**config.mk**
```make
export PLATFORM = sky130hd
export DESIGN_NAME = packet_injector
export DESIGN_NICKNAME = d
export VERILOG_FILES = /design/src/rtl/packet_injector.sv
export SDC_FILE = /design/constraint.sdc
export NUM_CORES = 1
export LEC_CHECK = 0
export CAP_MARGIN = 0
export CORE_MARGIN = 2
export CORE_UTILIZATION = 40
export DETAILED_ROUTE_END_ITERATION = 12
export PLACE_DENSITY = 0.58
export SYNTH_ARGS = -nofsm -noshare
export SYNTH_HDL_FRONTEND = slang
export SYNTH_SLANG_ARGS = --single-unit
```
**constraint.sdc**
```tcl
create_clock -name clk -period 4.5 [get_ports clk]
set_input_delay 0.675 -clock clk [delete_from_list [all_inputs] [get_ports clk]]
set_output_delay 0.675 -clock clk [all_outputs]
set_load 0.02 [all_outputs]
```
**src/rtl/packet_injector.sv**
```systemverilog
// Frames host bytes into header/payload/checksum packets and buffers them in a
// small first-word-fall-through FIFO toward switch rank 0.
module packet_injector #(
    parameter int DEPTH      = 4,
    parameter int DATA_WIDTH = 8
) (
    input  logic                  clk,
    input  logic                  rst_n,
    input  logic                  in_valid,
    input  logic [DATA_WIDTH-1:0] in_data,
    output logic                  in_ready,
    output logic                  out_valid,
    output logic [DATA_WIDTH-1:0] out_data,
    output logic                  out_last,
    input  logic                  out_ready,
    output logic                  err_hdr,
    output logic [7:0]            pkt_count
);
    localparam int PTR_W = (DEPTH > 1) ? $clog2(DEPTH) : 1;
    localparam int CNT_W = $clog2(DEPTH + 1);

    typedef enum logic [1:0] {IDLE, PAYLOAD, TRAILER} state_t;

    state_t                state, state_nxt;
    logic [2:0]            remain, remain_nxt;
    logic [DATA_WIDTH-1:0] csum, csum_nxt;
    logic                  err_nxt;
    logic                  pkt_inc;
    logic                  push;
    logic [DATA_WIDTH:0]   push_word;
    logic                  pop;
    logic                  xfer;
    logic                  full;
    logic                  empty;

    logic [DATA_WIDTH:0]   mem [DEPTH];
    logic [PTR_W-1:0]      wr_ptr;
    logic [PTR_W-1:0]      rd_ptr;
    logic [CNT_W-1:0]      occ;

    // Pointers wrap modulo DEPTH, which need not be a power of two.
    function automatic logic [PTR_W-1:0] ptr_inc(input logic [PTR_W-1:0] p);
        return (p == PTR_W'(DEPTH - 1)) ? '0 : p + PTR_W'(1);
    endfunction

    assign full      = (occ == CNT_W'(DEPTH));
    assign empty     = (occ == '0);
    assign in_ready  = !full && (state != TRAILER) && rst_n;
    assign xfer      = in_valid && in_ready;
    assign pop       = !empty && out_ready;
    assign out_valid = !empty;
    assign out_data  = empty ? '0 : mem[rd_ptr][DATA_WIDTH-1:0];
    assign out_last  = empty ? 1'b0 : mem[rd_ptr][DATA_WIDTH];

    always_comb begin
        state_nxt  = state;
        remain_nxt = remain;
        csum_nxt   = csum;
        err_nxt    = 1'b0;
        pkt_inc    = 1'b0;
        push       = 1'b0;
        push_word  = '0;
        case (state)
            IDLE: begin
                if (xfer) begin
                    if (in_data[5:3] == 3'b000) begin
                        push       = 1'b1;
                        push_word  = {1'b0, in_data};
                        csum_nxt   = in_data;
                        remain_nxt = in_data[2:0];
                        state_nxt  = PAYLOAD;
                    end else begin
                        err_nxt = 1'b1;
                    end
                end
            end
            PAYLOAD: begin
                if (xfer) begin
                    push      = 1'b1;
                    push_word = {1'b0, in_data};
                    csum_nxt  = csum ^ in_data;
                    if (remain != 3'd0) begin
                        remain_nxt = remain - 3'd1;
                    end else begin
                        state_nxt = TRAILER;
                    end
                end
            end
            TRAILER: begin
                // Checksum waits here until there is room; no bypass through a full FIFO.
                if (!full) begin
                    push      = 1'b1;
                    push_word = {1'b1, csum};
                    pkt_inc   = 1'b1;
                    state_nxt = IDLE;
                end
            end
            default: state_nxt = IDLE;
        endcase
    end

    always_ff @(posedge clk or negedge rst_n) begin
        if (!rst_n) begin
            state     <= IDLE;
            remain    <= '0;
            csum      <= '0;
            err_hdr   <= 1'b0;
            pkt_count <= '0;
            wr_ptr    <= '0;
            rd_ptr    <= '0;
            occ       <= '0;
        end else begin
            state   <= state_nxt;
            remain  <= remain_nxt;
            csum    <= csum_nxt;
            err_hdr <= err_nxt;
            if (pkt_inc) begin
                pkt_count <= pkt_count + 8'd1;
            end
            if (push) begin
                wr_ptr <= ptr_inc(wr_ptr);
            end
            if (pop) begin
                rd_ptr <= ptr_inc(rd_ptr);
            end
            case ({push, pop})
                2'b10:   occ <= occ + CNT_W'(1);
                2'b01:   occ <= occ - CNT_W'(1);
                default: occ <= occ;
            endcase
        end
    end

    // Storage is not reset; the output mux hides stale entries while empty.
    always_ff @(posedge clk) begin
        if (push) begin
            mem[wr_ptr] <= push_word;
        end
    end

endmodule
```
==> Word-level counts from Yosys, hierarchy flattened <==
Memories as Yosys holds them, arrays and structs flattened.
Index checks and enable logic that the tools add are counted.
{ "classes": {"addsub": 6, "n_eq_ne": 14, "muxes": 36, "n_bitwise": 1, "n_reduce_logical": 15} }
{ "op_table": {"columns": ["op", "count"], "rows": [
  ["8-bit two-way mux", 7],
  ["9-bit one-hot mux with 3 select lines", 1],
  ["8-bit one-hot mux with 2 select lines", 1],
  ["2-bit two-way mux", 7],
  ["2-bit inequality test (second input constant)", 7],
  ["3-bit two-way mux", 4],
  ["3-bit one-hot mux with 2 select lines", 2],
  ["1-bit two-way mux", 11],
  ["5-bit AND reduction", 2],
  ["9-bit two-way mux", 1],
  ["8-bit by 1-bit adder with 8-bit output (second input constant)", 1],
  ["2-bit == test (second input constant)", 4],
  ["8-bit bitwise XOR", 1],
  ["3-bit logical NOT", 2],
  ["2-bit one-hot mux with 3 select lines", 1],
  ["3-bit by 1-bit subtractor with 3-bit output (second input constant)", 2],
  ["2-bit by 1-bit adder with 2-bit output (second input constant)", 2],
  ["2-bit by 1-bit == test with 1-bit output (second input constant)", 2],
  ["1-bit logical AND", 4],
  ["4-bit AND reduction", 1],
  ["2-bit nonzero test", 2],
  ["3-bit by 1-bit adder with 3-bit output (second input constant)", 1],
  ["3-bit == test (second input constant)", 1],
  ["1-bit one-hot mux with 3 select lines", 1],
  ["other kinds (3)", 4]
]} }
{ "totals": {"ff_bits": 29, "mem_bits_rw": 36, "input_bits": 12, "wordCells": 81, "memories": 1} }
{ "memory_table": {"columns": ["memory", "words", "width", "rd", "rd_clocked_by_memory_dff", "write_ports", "line_no", "text"], "rows": [
  ["mem", 4, 9, 1, 0, 1, "36", "logic [DATA_WIDTH:0] mem [DEPTH];"]
]} }

==> Longest topological paths before layout <==
Gate-level depths: netlist of the first run.
{ "depth": {"word_depth": 9, "ltp_mapped": 11, "ltp_nobuf": 10} }

==> Worst setup path after synthesis of the first run <==
OpenSTA, ideal clock, no wires.
{ "synth_timing": {"path_kind": "in2reg", "from": "input port in_valid", "to": "register occ[2]", "arrival_time_ns": 2.215, "setup_slack_ns": 2.206, "stages": 11, "n_path_buf": 1, "path_cell_list": "and3b_1 > clkbuf_1 > o211ai_2 > nand2b_4 > inv_2 > ha_1 > inv_1 > fa_1 > xor2_1 > nor2_1 > xor2_1"} }
{ "synth_between": {"elab_chain_len": 5, "elab_cells_between_ends": 8, "classes_between": "eq/ne: 2; mux: 4; reduce/logical: 2"} }
{ "synth_rtl": {"columns": ["element", "line_no", "text"], "rows": [
  ["start, declared", "9", "input logic in_valid,"],
  ["1-bit logical AND (*)", "49", "assign xfer = in_valid && in_ready;"],
  ["1-bit two-way mux, on equally long branches", "78, 65", null],
  ["1-bit one-hot mux with 3 select lines (*)", "63", "case (state)"],
  ["2-bit by 1-bit == test with 1-bit output / 2-bit == test (equally long branches)", "126", "case ({push, pop})"],
  ["3-bit one-hot mux with 2 select lines / 2-bit nonzero test (equally long branches)", null, null],
  ["end signal, assigned", "127", "2'b10: occ <= occ + CNT_W'(1);"],
  ["end signal, assigned", "128", "2'b01: occ <= occ - CNT_W'(1);"],
  ["end, declared", "39", "logic [CNT_W-1:0] occ;"]
]} }
Mark *: on every way between the ends. The rest lies on a longest branch, timed or not.
A chain may end at the register's enable or synchronous reset.

==> Final worst setup path of the first run <==
{ "layout_timing": {"from": "register rd_ptr[0]", "to": "output port out_data[3]"} }
{ "layout_between": {"elab_chain_len": 2} }
{ "layout_rtl": {"columns": ["element", "line_no", "text"], "rows": [
  ["start, declared", "38", "logic [PTR_W-1:0] rd_ptr;"],
  ["start signal, assigned", "124", "rd_ptr <= ptr_inc(rd_ptr);"],
  ["memory 4 x 9 bit", null, null],
  ["8-bit two-way mux", "52", "assign out_data = empty ? '0 : mem[rd_ptr][DATA_WIDTH-1:0];"],
  ["end, declared", "13", "output logic [DATA_WIDTH-1:0] out_data,"]
]} }
No other way between the ends.

==> results of run 1 <==
placed cells by master, fill, tap and decap left out, drive strengths merged, types with 3 or more instances in the layout:
| master | instances |
|---|---|
| nor2 | 12 |
| dfrtp | 29 |
| and4 | 3 |
| a21oi | 10 |
| and2 | 14 |
| ha | 9 |
| clkdlybuf4s50 | 31 |
| mux4 | 9 |
| clkbuf | 9 |
| inv | 14 |
| nand2 | 6 |
| nand3 | 4 |
| a22o | 11 |
| nor3 | 5 |
| a311oi | 4 |
| xnor2 | 7 |
| mux2i | 5 |
| edfxtp | 36 |
| mux2 | 5 |
| xor2 | 3 |
| nand4 | 4 |
cell families (layout without fill, tap and decap cells):
family                   count (synthesis)  count (layout)  synth area share [%]
AO/OA/AOI/OAI                           35              35                  8.44
XOR/XNOR                                10              10                  2.88
adder cells (fa/ha/maj)                 10              10                  4.36
buffers and inverters                   22              60                  3.13
flip-flops                              65              65                  59.4
multiplexers                            19              19                  10.3
AND/OR/NAND/NOR                         59              59                  11.4
how the worst min path moves through the flow:
stage              endpoint    startpoint  cells past startpoint  slack, ns
6_report       pkt_count[7]  pkt_count[7]                      1       0.48
5_1_grt            state[0]      state[1]                      1       0.50
4_1_cts            state[0]      state[1]                      1       0.48
3_3_place_gp   pkt_count[7]  pkt_count[7]                      1       0.46
2_1_floorplan       csum[0]         rst_n                      0       0.38
3_5_place_dp   pkt_count[7]  pkt_count[7]                      1       0.47
per-layer routing:
metal / vias to the layer above / wire (um) / global-route usage (%)
li1: 887 / - / -
met1: 905 / 2630 / 19.3
met2: 46 / 2530 / 21.7
met3: 5 / 222 / 4.32
met4: 0 / 70 / 6.44
met5: - / 0 / 0
metrics by stage:
step                      total power, uW  instances  utilization [%]  hold slack (ns)
after floorplan                      1390        220                -            0.379
after global placement               1630        341             47.0            0.461
after detailed placement             1650        341             47.0            0.472
after CTS                            2200        357             50.1            0.480
after global routing                 2330        357             50.1            0.497
final                                2170        357             50.1            0.476
Yosys cell counts, types with 2 or more instances:
master,count
xnor2_1,7
a22o_1,11
and2_1,13
a311oi_1,4
edfxtp_1,36
nand4_1,4
ha_1,9
nand3_1,4
o21ai_1,2
o22ai_1,2
mux2_2,3
and4_1,3
nor2_1,12
nor3_1,4
inv_1,11
a21oi_1,10
and3_1,2
a211oi_1,2
dfrtp_1,29
xor2_1,3
clkbuf_1,5
mux4_2,9
nand2_1,6
mux2i_1,5
buf_2,4
state kept, by name, indices dropped and copies added, names as in the netlist:
name / cells
remain: 3
pkt_count: 8
state: 2
csum: 8
wr_ptr: 2
mem: 36
rd_ptr: 2
err_hdr: 1
occ: 3
power groups by stage:
stage | logic, uW | registers, uW | clock network (uW)
after CTS | 742 | 894 | 568
after global placement | 724 | 907 | 0
after detailed placement | 741 | 906 | 0
after global routing | 814 | 915 | 598
final | 729 | 890 | 553
after floorplan | 551 | 844 | 0
layout make-up:
class	count	area, sq um
inverter	12	45.0
multi-input combinational	133	1140
fill	673	3640
tap	99	124
clock inverter	7	101
sequential	65	1810
timing repair buffer	32	318
clock buffer	9	124
==> reports/metrics.cfg, run 1 <==
[global_routing]
grt_max_degree = 26
antenna_found_initial = 0
first_global_vias = 1810
grt_first_pass_wirelength_um = 9100
grt-ovfl-total = 0
track_usage_pct = 14.4

[synthesis]
synth_top_cell_area_share_pct = 35.6
netlist_instances = 220
synth_area_per_cell_sq_um = 13.8
syn_area_sq_mm = 0.00304
synth_enable_flop_cells = 36
synth.top_cells.by_area = edfxtp_1 36%, dfrtp_1 24%, mux4_2 6.7%
synthFlopType = edfxtp_1
synth_fp_nets = 242
synth.ff_latch_count = 65
synthDominantAreaCellType = edfxtp_1
synth_seq_area_share_pct = 59.4
yosysWarnings = 0
async_flop_share_pct = 44.6
synth_cell_type_count = 45

[final_layout]
drive_gt1_share_pct = 14.0
area_growth_pct = 20.3
antennaDiodeCount = 0
final_nets = 275
final_area_sq_mm = 0.00366

[timing]
max_slew.worst_pin.slew_ns = 0.680
max_freq_mhz = 324
finalCriticalPeriod_ns = 3.09
setup_viol = 0
finClkSkew_ns = 0.0107
fin_crit_sh_pct = 68.6
fin_setup_tns_ns = 0
rsz0062_at_grt = no
hold_viol_final = 0
setup_ws_ns = 1.41
relSlewSlack_pct = 54.6
drv_slew = 0

[critical_path]
cp-start-kind = flip-flop
max_stage_delay_ns = 0.78
reg2reg_depth = 10
critPathLaunch = rd_ptr[0]
cp_num_buf_inv = 1
timing.rr.end = occ[2]
crit_required_ns = 3.83
worstSetupPathType = reg -> out
cp.depth = 3
end_kind = output pin
r2r_setup_slack_ns = 1.89
critical_path.endpoint = out_data[3]
worstPathCellList = mux4_2 -> and2_1 -> clkdlybuf4s50_1
regToRegStartpoint = occ[1]
worst-path-max-fanout = 12
critPathTopFamily = flip-flops
slowest_stage = dfrtp_1
arrival_ns = 2.41

[drt]
wl_per_cell_um = 15.3
drt_iter0_markers = 76
vias_per_cell = 5.16
routed_wl_um = 5450
num_vias = 1843
drc = 0
drt_pass1_iterations = 4
final_antenna_net_count = 0

[place]
placed_cell_area_sq_mm = 0.00343
place.gp.congestion = 0.785
dp_hpwl_um = 3780
place_ws_ns = 1.32
portBuffers = 31

[clocking]
clkLatencyLatePin_ns = 0.33
cts.clk_slew.worst_paths_ns = 0.08
clk_path_buf_depth = 2
numClockSinks = 65
cts_root_buf = clkbuf_8
cts_hold_buf = 0
cts_resized = 0
h-tree-depth = 3
cts_buffers = 9
post_cts_buffers = 0
cts_tree = built

[power]
power.leakage_uw = 0.00141
pwr-share-seq_pct = 41.0
switching_share_pct = 33.2
internal_power_uw = 1450
ir_drop_mv = 0.242
pwr-share-comb_pct = 33.6
p_per_area_mw_per_mm2 = 594
clockPowerShare_pct = 25.5
switching_power_uw = 722

[floorplanning]
dieArea_sq_mm = 0.00831
die_h_um = 91.2
rows = 31
initial_utilization_pct = 41.7
core_sq_mm = 0.00729
io_pins = 32
die_w_um = 91.2

[job]
cap_violations = 0

[min_path]
min_path_type = reg -> reg

[run_status]
outcome = completed

(Power assumes the default switching activity.)
==> run 2: changes to the inputs <==
==> constraint.sdc (replaced) <==
create_clock -name clk -period 3.2 [get_ports clk]
set_input_delay 0.48 -clock clk [delete_from_list [all_inputs] [get_ports clk]]
set_output_delay 0.48 -clock clk [all_outputs]
set_load 0.02 [all_outputs]
==> reports/metrics.cfg, run 2 (synthesis gave the netlist of run 1 again) <==
[final_layout]
final_cell_mix = 36 x edfxtp_1, 31 x clkdlybuf4s50_1, 29 x dfrtp_1  ; unchanged
area_growth_pct = 21.6  ; was 20.3%
top_register = mem  ; unchanged
final_area_sq_mm = 0.00369  ; was 0.00366 sq mm
final_nets = 279  ; was 275
num-fill-cells = 665  ; was 673
drive_gt1_share_pct = 14.5  ; was 14.0%
layout_commonest_cell = edfxtp_1  ; unchanged
largest_reg_flops = 36  ; unchanged
top_regs = mem (36), csum (8), pkt_count (8)  ; unchanged
antennaDiodeCount = 0  ; unchanged
final_core_util_pct = 50.7  ; was 50.1%

[timing]
drv_slew = 0  ; unchanged
finalCriticalPeriod_ns = 2.85
max_slew.worst_pin.slew_ns = 0.630  ; was 0.680 ns
rsz0062_at_grt = no  ; unchanged
fin_setup_tns_ns = 0  ; unchanged
setup_viol = 0  ; unchanged
finClkSkew_ns = 0.00560  ; was 0.0107 ns
relSlewSlack_pct = 58.0  ; was 54.6%
hold_viol_final = 0  ; unchanged
max_freq_mhz = 351
fin_crit_sh_pct = 89.1

[drt]
vias_per_cell = 5.18  ; was 5.16
drt_pass1_iterations = 4  ; unchanged
final_antenna_net_count = 0  ; unchanged
drt_iter0_markers = 84  ; was 76
wl_per_cell_um = 15.5  ; was 15.3 um
routed_wl_um = 5610  ; was 5450 um
num_vias = 1870  ; was 1,843
drc = 0  ; unchanged

[global_routing]
grt_max_degree = 21  ; was 26
first_global_vias = 1810  ; unchanged
grt_first_pass_wirelength_um = 9110  ; was 9100 um
antenna_found_initial = 0  ; unchanged
track_usage_pct = 14.4  ; about the same
grt-ovfl-total = 0  ; unchanged

[clocking]
cts_buffers = 9  ; unchanged
cts_tree = built  ; unchanged
cts_resized = 0  ; unchanged
post_cts_buffers = 0  ; unchanged
cts_root_buf = clkbuf_8  ; unchanged
clkLatencyLatePin_ns = 0.34  ; was 0.33 ns
numClockSinks = 65  ; unchanged
clk_path_buf_depth = 2  ; unchanged
h-tree-depth = 3  ; unchanged
cts.clk_slew.worst_paths_ns = 0.07  ; was 0.08 ns
cts_hold_buf = 0  ; unchanged

[floorplanning]
die_w_um = 91.2  ; unchanged
rows = 31  ; unchanged
core_sq_mm = 0.00729  ; unchanged
initial_utilization_pct = 41.7  ; unchanged
dieArea_sq_mm = 0.00831  ; unchanged
io_pins = 32  ; unchanged
die_h_um = 91.2  ; unchanged

[power]
power.leakage_uw = 0.00144  ; was 0.00141 uW
switching_power_uw = 1000  ; was 722 uW
clockPowerShare_pct = 26.3  ; was 25.5%
pwr-share-seq_pct = 39.3  ; was 41.0%
p_per_area_mw_per_mm2 = 848  ; was 594 mW/mm^2
pwr-share-comb_pct = 34.4  ; was 33.6%
internal_power_uw = 2130  ; was 1450 uW
switching_share_pct = 32.1  ; was 33.2%
ir_drop_mv = 0.346  ; was 0.242 mV

[critical_path]
worstPathCellList = mux4_2 -> and2_1 -> clkdlybuf4s50_1  ; unchanged
crit_required_ns = 2.72  ; was 3.83 ns
arrival_ns = 2.37  ; was 2.41 ns
cp_num_buf_inv = 1  ; unchanged
reg2reg_depth = 10  ; unchanged
critPathTopFamily = flip-flops  ; unchanged
regToRegStartpoint = occ[0]  ; was occ[1]
max_stage_delay_ns = 0.74  ; was 0.78 ns
worstSetupPathType = reg -> out  ; unchanged
r2r_setup_slack_ns = 0.60  ; was 1.89 ns
worst-path-max-fanout = 10  ; was 12
timing.rr.end = occ[2]  ; unchanged
slowest_stage = dfrtp_1  ; unchanged
end_kind = output pin  ; unchanged
cp-start-kind = flip-flop  ; unchanged

[place]
portBuffers = 31  ; unchanged
dp_hpwl_um = 3940  ; was 3780 um
placed_cell_area_sq_mm = 0.00346  ; was 0.00343 sq mm
place.gp.congestion = 0.836  ; was 0.785

[min_path]
whs_path_depth = 1  ; unchanged
min-delay-start = pkt_count[7]  ; unchanged
holdPathEnd = pkt_count[7]  ; unchanged
min_path_type = reg -> reg  ; unchanged

[run_status]
outcome = completed  ; unchanged

[job]
cap_violations = 0  ; unchanged

## run 2: changes by cell type in the layout (fill, tap and decap cells not counted), sizes merged
cell      delta
buf          +4
inv          -2
bufinv       +1
clkbuf       +1
clkinv       +1
clkinvlp     -1
## run 2: power groups by stage
stage                     sequential, uW  clock [uW]  combinational, uW
final                               1230         823               1080
after global routing                1270         884               1180
after CTS                           1240         837               1090
after detailed placement            1250           0               1090
after global placement              1250           0               1070
after floorplan                     1190           0                774
## run 2: cell type report
cell class	count	area, sq um	area share (%)
multi-input combinational	133	1140	30.8
clock inverter	6	106	2.88
clock buffer	10	128	3.45
timing repair buffer	36	348	9.41
tap	99	124	3.35
sequential	65	1810	48.9
inverter	12	45.0	1.22
## run 2: layer usage
| layer | vias up | part of all wire [%] | wire length [um] | track usage (%) |
|---|---|---|---|---|
| met4 | 0 | 1.2 | 69 | 7.07 |
| li1 | 892 | - | - | - |
| met5 | - | 0 | 0 | 0 |
| met2 | 41 | 46 | 2580 | 21.3 |
| met1 | 930 | 50 | 2790 | 19.8 |
| met3 | 7 | 3.0 | 166 | 3.57 |
## run 2: worst max path at each step
stage | slack (ns) | from | end | depth (start not counted)
2_1_floorplan | 0.94 | occ[0] | occ[2] | 11
3_3_place_gp | 0.56 | in_data[4] | occ[2] | 11
3_5_place_dp | 0.54 | in_data[4] | occ[2] | 11
4_1_cts | 0.27 | rd_ptr[0] | out_data[2] | 3
5_1_grt | 0.19 | rd_ptr[0] | out_data[1] | 3
6_report | 0.35 | rd_ptr[0] | out_data[2] | 3
## run 2: through the flow
stage,setup slack [ns],hold slack (ns),cells,power [uW]
6_report,0.347,0.480,361,3130
5_1_grt,0.190,0.510,361,3330
4_1_cts,0.266,0.484,361,3170
3_5_place_dp,0.538,0.474,345,2340
3_3_place_gp,0.564,0.461,345,2320
2_1_floorplan,0.940,0.184,220,1960
==> run 3: changes to the inputs <==
--- a/config.mk
+++ b/config.mk
@@ -6,10 +6,12 @@
 export NUM_CORES = 1
 export LEC_CHECK = 0
 export CAP_MARGIN = 0
+export CELL_PAD_IN_SITES_DETAIL_PLACEMENT = 1
+export CELL_PAD_IN_SITES_GLOBAL_PLACEMENT = 1
 export CORE_MARGIN = 2
 export CORE_UTILIZATION = 40
 export DETAILED_ROUTE_END_ITERATION = 12
-export PLACE_DENSITY = 0.58
+export PLACE_DENSITY = 0.68
 export SYNTH_ARGS = -nofsm -noshare
 export SYNTH_HDL_FRONTEND = slang
 export SYNTH_SLANG_ARGS = --single-unit
==> constraint.sdc (replaced) <==
create_clock -name clk -period 3.53 [get_ports clk]
set_input_delay 0.5295 -clock clk [delete_from_list [all_inputs] [get_ports clk]]
set_output_delay 0.5295 -clock clk [all_outputs]
set_load 0.02 [all_outputs]
==> reports/metrics.cfg, run 3 (synthesis gave the netlist of run 1 again) <==
[drt]
wl_per_cell_um = 17.5  ; was 15.5 um
drc = 0  ; unchanged
routed_wl_um = 6300  ; was 5610 um
final_antenna_net_count = 0  ; unchanged
drt_iter0_markers = 83  ; was 84
num_vias = 1885  ; was 1,870
vias_per_cell = 5.25  ; was 5.18
drt_pass1_iterations = 4  ; unchanged

[floorplanning]
initial_utilization_pct = 41.7  ; unchanged
io_pins = 32  ; unchanged
die_h_um = 91.2  ; unchanged
die_w_um = 91.2  ; unchanged
rows = 31  ; unchanged
core_sq_mm = 0.00729  ; unchanged
dieArea_sq_mm = 0.00831  ; unchanged

[power]
pwr-share-seq_pct = 41.1  ; was 39.3%
switching_share_pct = 34.8  ; was 32.1%
internal_power_uw = 1780  ; was 2130 uW
pwr-share-comb_pct = 36.1  ; was 34.4%
total_power_uw = 2730  ; was 3130 uW
clockPowerShare_pct = 22.8  ; was 26.3%
switching_power_uw = 949  ; was 1000 uW
ir_drop_mv = 0.302  ; was 0.346 mV
power.leakage_uw = 0.00141  ; was 0.00144 uW
p_per_area_mw_per_mm2 = 752  ; was 848 mW/mm^2

[timing]
setup_viol = 0  ; unchanged
max_slew.worst_pin.slew_ns = 0.666  ; was 0.630 ns
drv_slew = 0  ; unchanged
rsz0062_at_grt = no  ; unchanged
finClkSkew_ns = 0.00970  ; was 0.00560 ns
holdWs_ns = 0.472  ; was 0.480 ns
fin_crit_sh_pct = 83.4
hold_viol_final = 0  ; unchanged
max_freq_mhz = 339
fin_setup_tns_ns = 0  ; unchanged
relSlewSlack_pct = 55.6  ; was 58.0%
finalCriticalPeriod_ns = 2.95

[critical_path]
worstPathCellList = mux4_2 -> and2_1 -> clkdlybuf4s50_1  ; unchanged
end_kind = output pin  ; unchanged
arrival_ns = 2.42  ; was 2.37 ns
worst-path-max-fanout = 12  ; was 10
critPathTopFamily = flip-flops  ; unchanged
worstSetupPathType = reg -> out  ; unchanged
slowest_stage = dfrtp_1  ; unchanged
cp_num_buf_inv = 1  ; unchanged
max_stage_delay_ns = 0.77  ; was 0.74 ns
crit_required_ns = 3.00  ; was 2.72 ns
cp-start-kind = flip-flop  ; unchanged

[global_routing]
grt_util_met3_pct = 3.98  ; was 3.57%
first_global_vias = 1945  ; was 1,810
grt_first_pass_wirelength_um = 10300  ; was 9110 um
track_usage_pct = 16.3  ; was 14.4%
grt_max_degree = 33  ; was 21
grt_util_met2_pct = 26.0  ; was 21.3%
antenna_found_initial = 0  ; unchanged
top_usage_layer = met2  ; unchanged
grt-ovfl-total = 0  ; unchanged
met1_usage_pct = 21.6  ; was 19.8%

[final_layout]
layout_commonest_cell = edfxtp_1  ; unchanged
final_cell_mix = 36 x edfxtp_1, 31 x clkdlybuf4s50_1, 29 x dfrtp_1  ; unchanged
largest_reg_flops = 36  ; unchanged
antennaDiodeCount = 0  ; unchanged
final_nets = 277  ; was 279
top_regs = mem (36), csum (8), pkt_count (8)  ; unchanged
area_growth_pct = 19.6  ; was 21.6%
drive_gt1_share_pct = 14.2  ; was 14.5%
num-fill-cells = 769  ; was 665
top_register = mem  ; unchanged
stdcell_count = 359  ; was 361

[clocking]
cts_root_buf = clkbuf_8  ; unchanged
post_cts_buffers = 0  ; unchanged
cts_tree = built  ; unchanged
cts_resized = 0  ; unchanged
clkLatencyLatePin_ns = 0.34  ; about the same
clk_path_buf_depth = 2  ; unchanged
numClockSinks = 65  ; unchanged
h-tree-depth = 3  ; unchanged
cts.clk_slew.worst_paths_ns = 0.08  ; was 0.07 ns
cts_hold_buf = 0  ; unchanged
cts_buffers = 9  ; unchanged

[place]
place.gp.congestion = 0.779  ; was 0.836
dp.cells = 343  ; was 345
dp_hpwl_um = 4420  ; was 3940 um
portBuffers = 31  ; unchanged

[run_status]
outcome = completed  ; unchanged

[min_path]
min_path_type = reg -> reg  ; unchanged

[job]
cap_violations = 0  ; unchanged

-- run 3: cell types whose count changed in the layout (fill, tap and decap cells not counted) --
cell        delta
buf_4          -2
bufinv_16      -2
clkinv_2       +2
clkinv_1       -1
clkinvlp_4     +1
-- run 3: layout make-up --
| class | instances | area [sq um] | area share, % |
|---|---|---|---|
| Tap cell | 99 | 124 | 3.41 |
| Clock buffer | 10 | 128 | 3.51 |
| Timing Repair Buffer | 34 | 333 | 9.16 |
| Sequential cell | 65 | 1810 | 49.7 |
| Clock inverter | 6 | 60.1 | 1.65 |
| Inverter | 12 | 45.0 | 1.24 |
| Multi-Input combinational cell | 133 | 1140 | 31.3 |
-- run 3: through the flow --
stage,utilization [%],cell area [sq um],setup slack [ns]
2_1_floorplan,-,3040,1.27
3_3_place_gp,47.3,3450,0.738
3_5_place_dp,47.3,3450,0.620
4_1_cts,49.8,3630,0.512
5_1_grt,49.8,3630,0.423
6_report,49.8,3630,0.584
-- run 3: worst paths after layout --
check	to	cells after the start	slack, ns	startpoint
max reg2reg	occ[2]	11	1.02	occ[0]
min in group asynchronous	rd_ptr[1]	2	0.75	rst_n
max	out_data[2]	3	0.58	rd_ptr[0]
min reg2reg	pkt_count[7]	1	0.47	pkt_count[7]
max in group asynchronous	csum[2]	2	2.47	rst_n
min	pkt_count[7]	1	0.47	pkt_count[7]
-- run 3: per-layer routing --
metal	vias up	part of all wire, %
li1	893	-
met1	944	47
met2	36	47
met3	12	3.5
met4	0	1.7
met5	-	0
-- run 3: power groups by stage --
stage	Clock (uW)	Combinational [uW]	Sequential, uW
floorplan	0	702	1080
global placement	0	970	1130
detailed placement	0	998	1140
CTS	632	1000	1130
global route	663	1100	1150
finish	622	987	1120
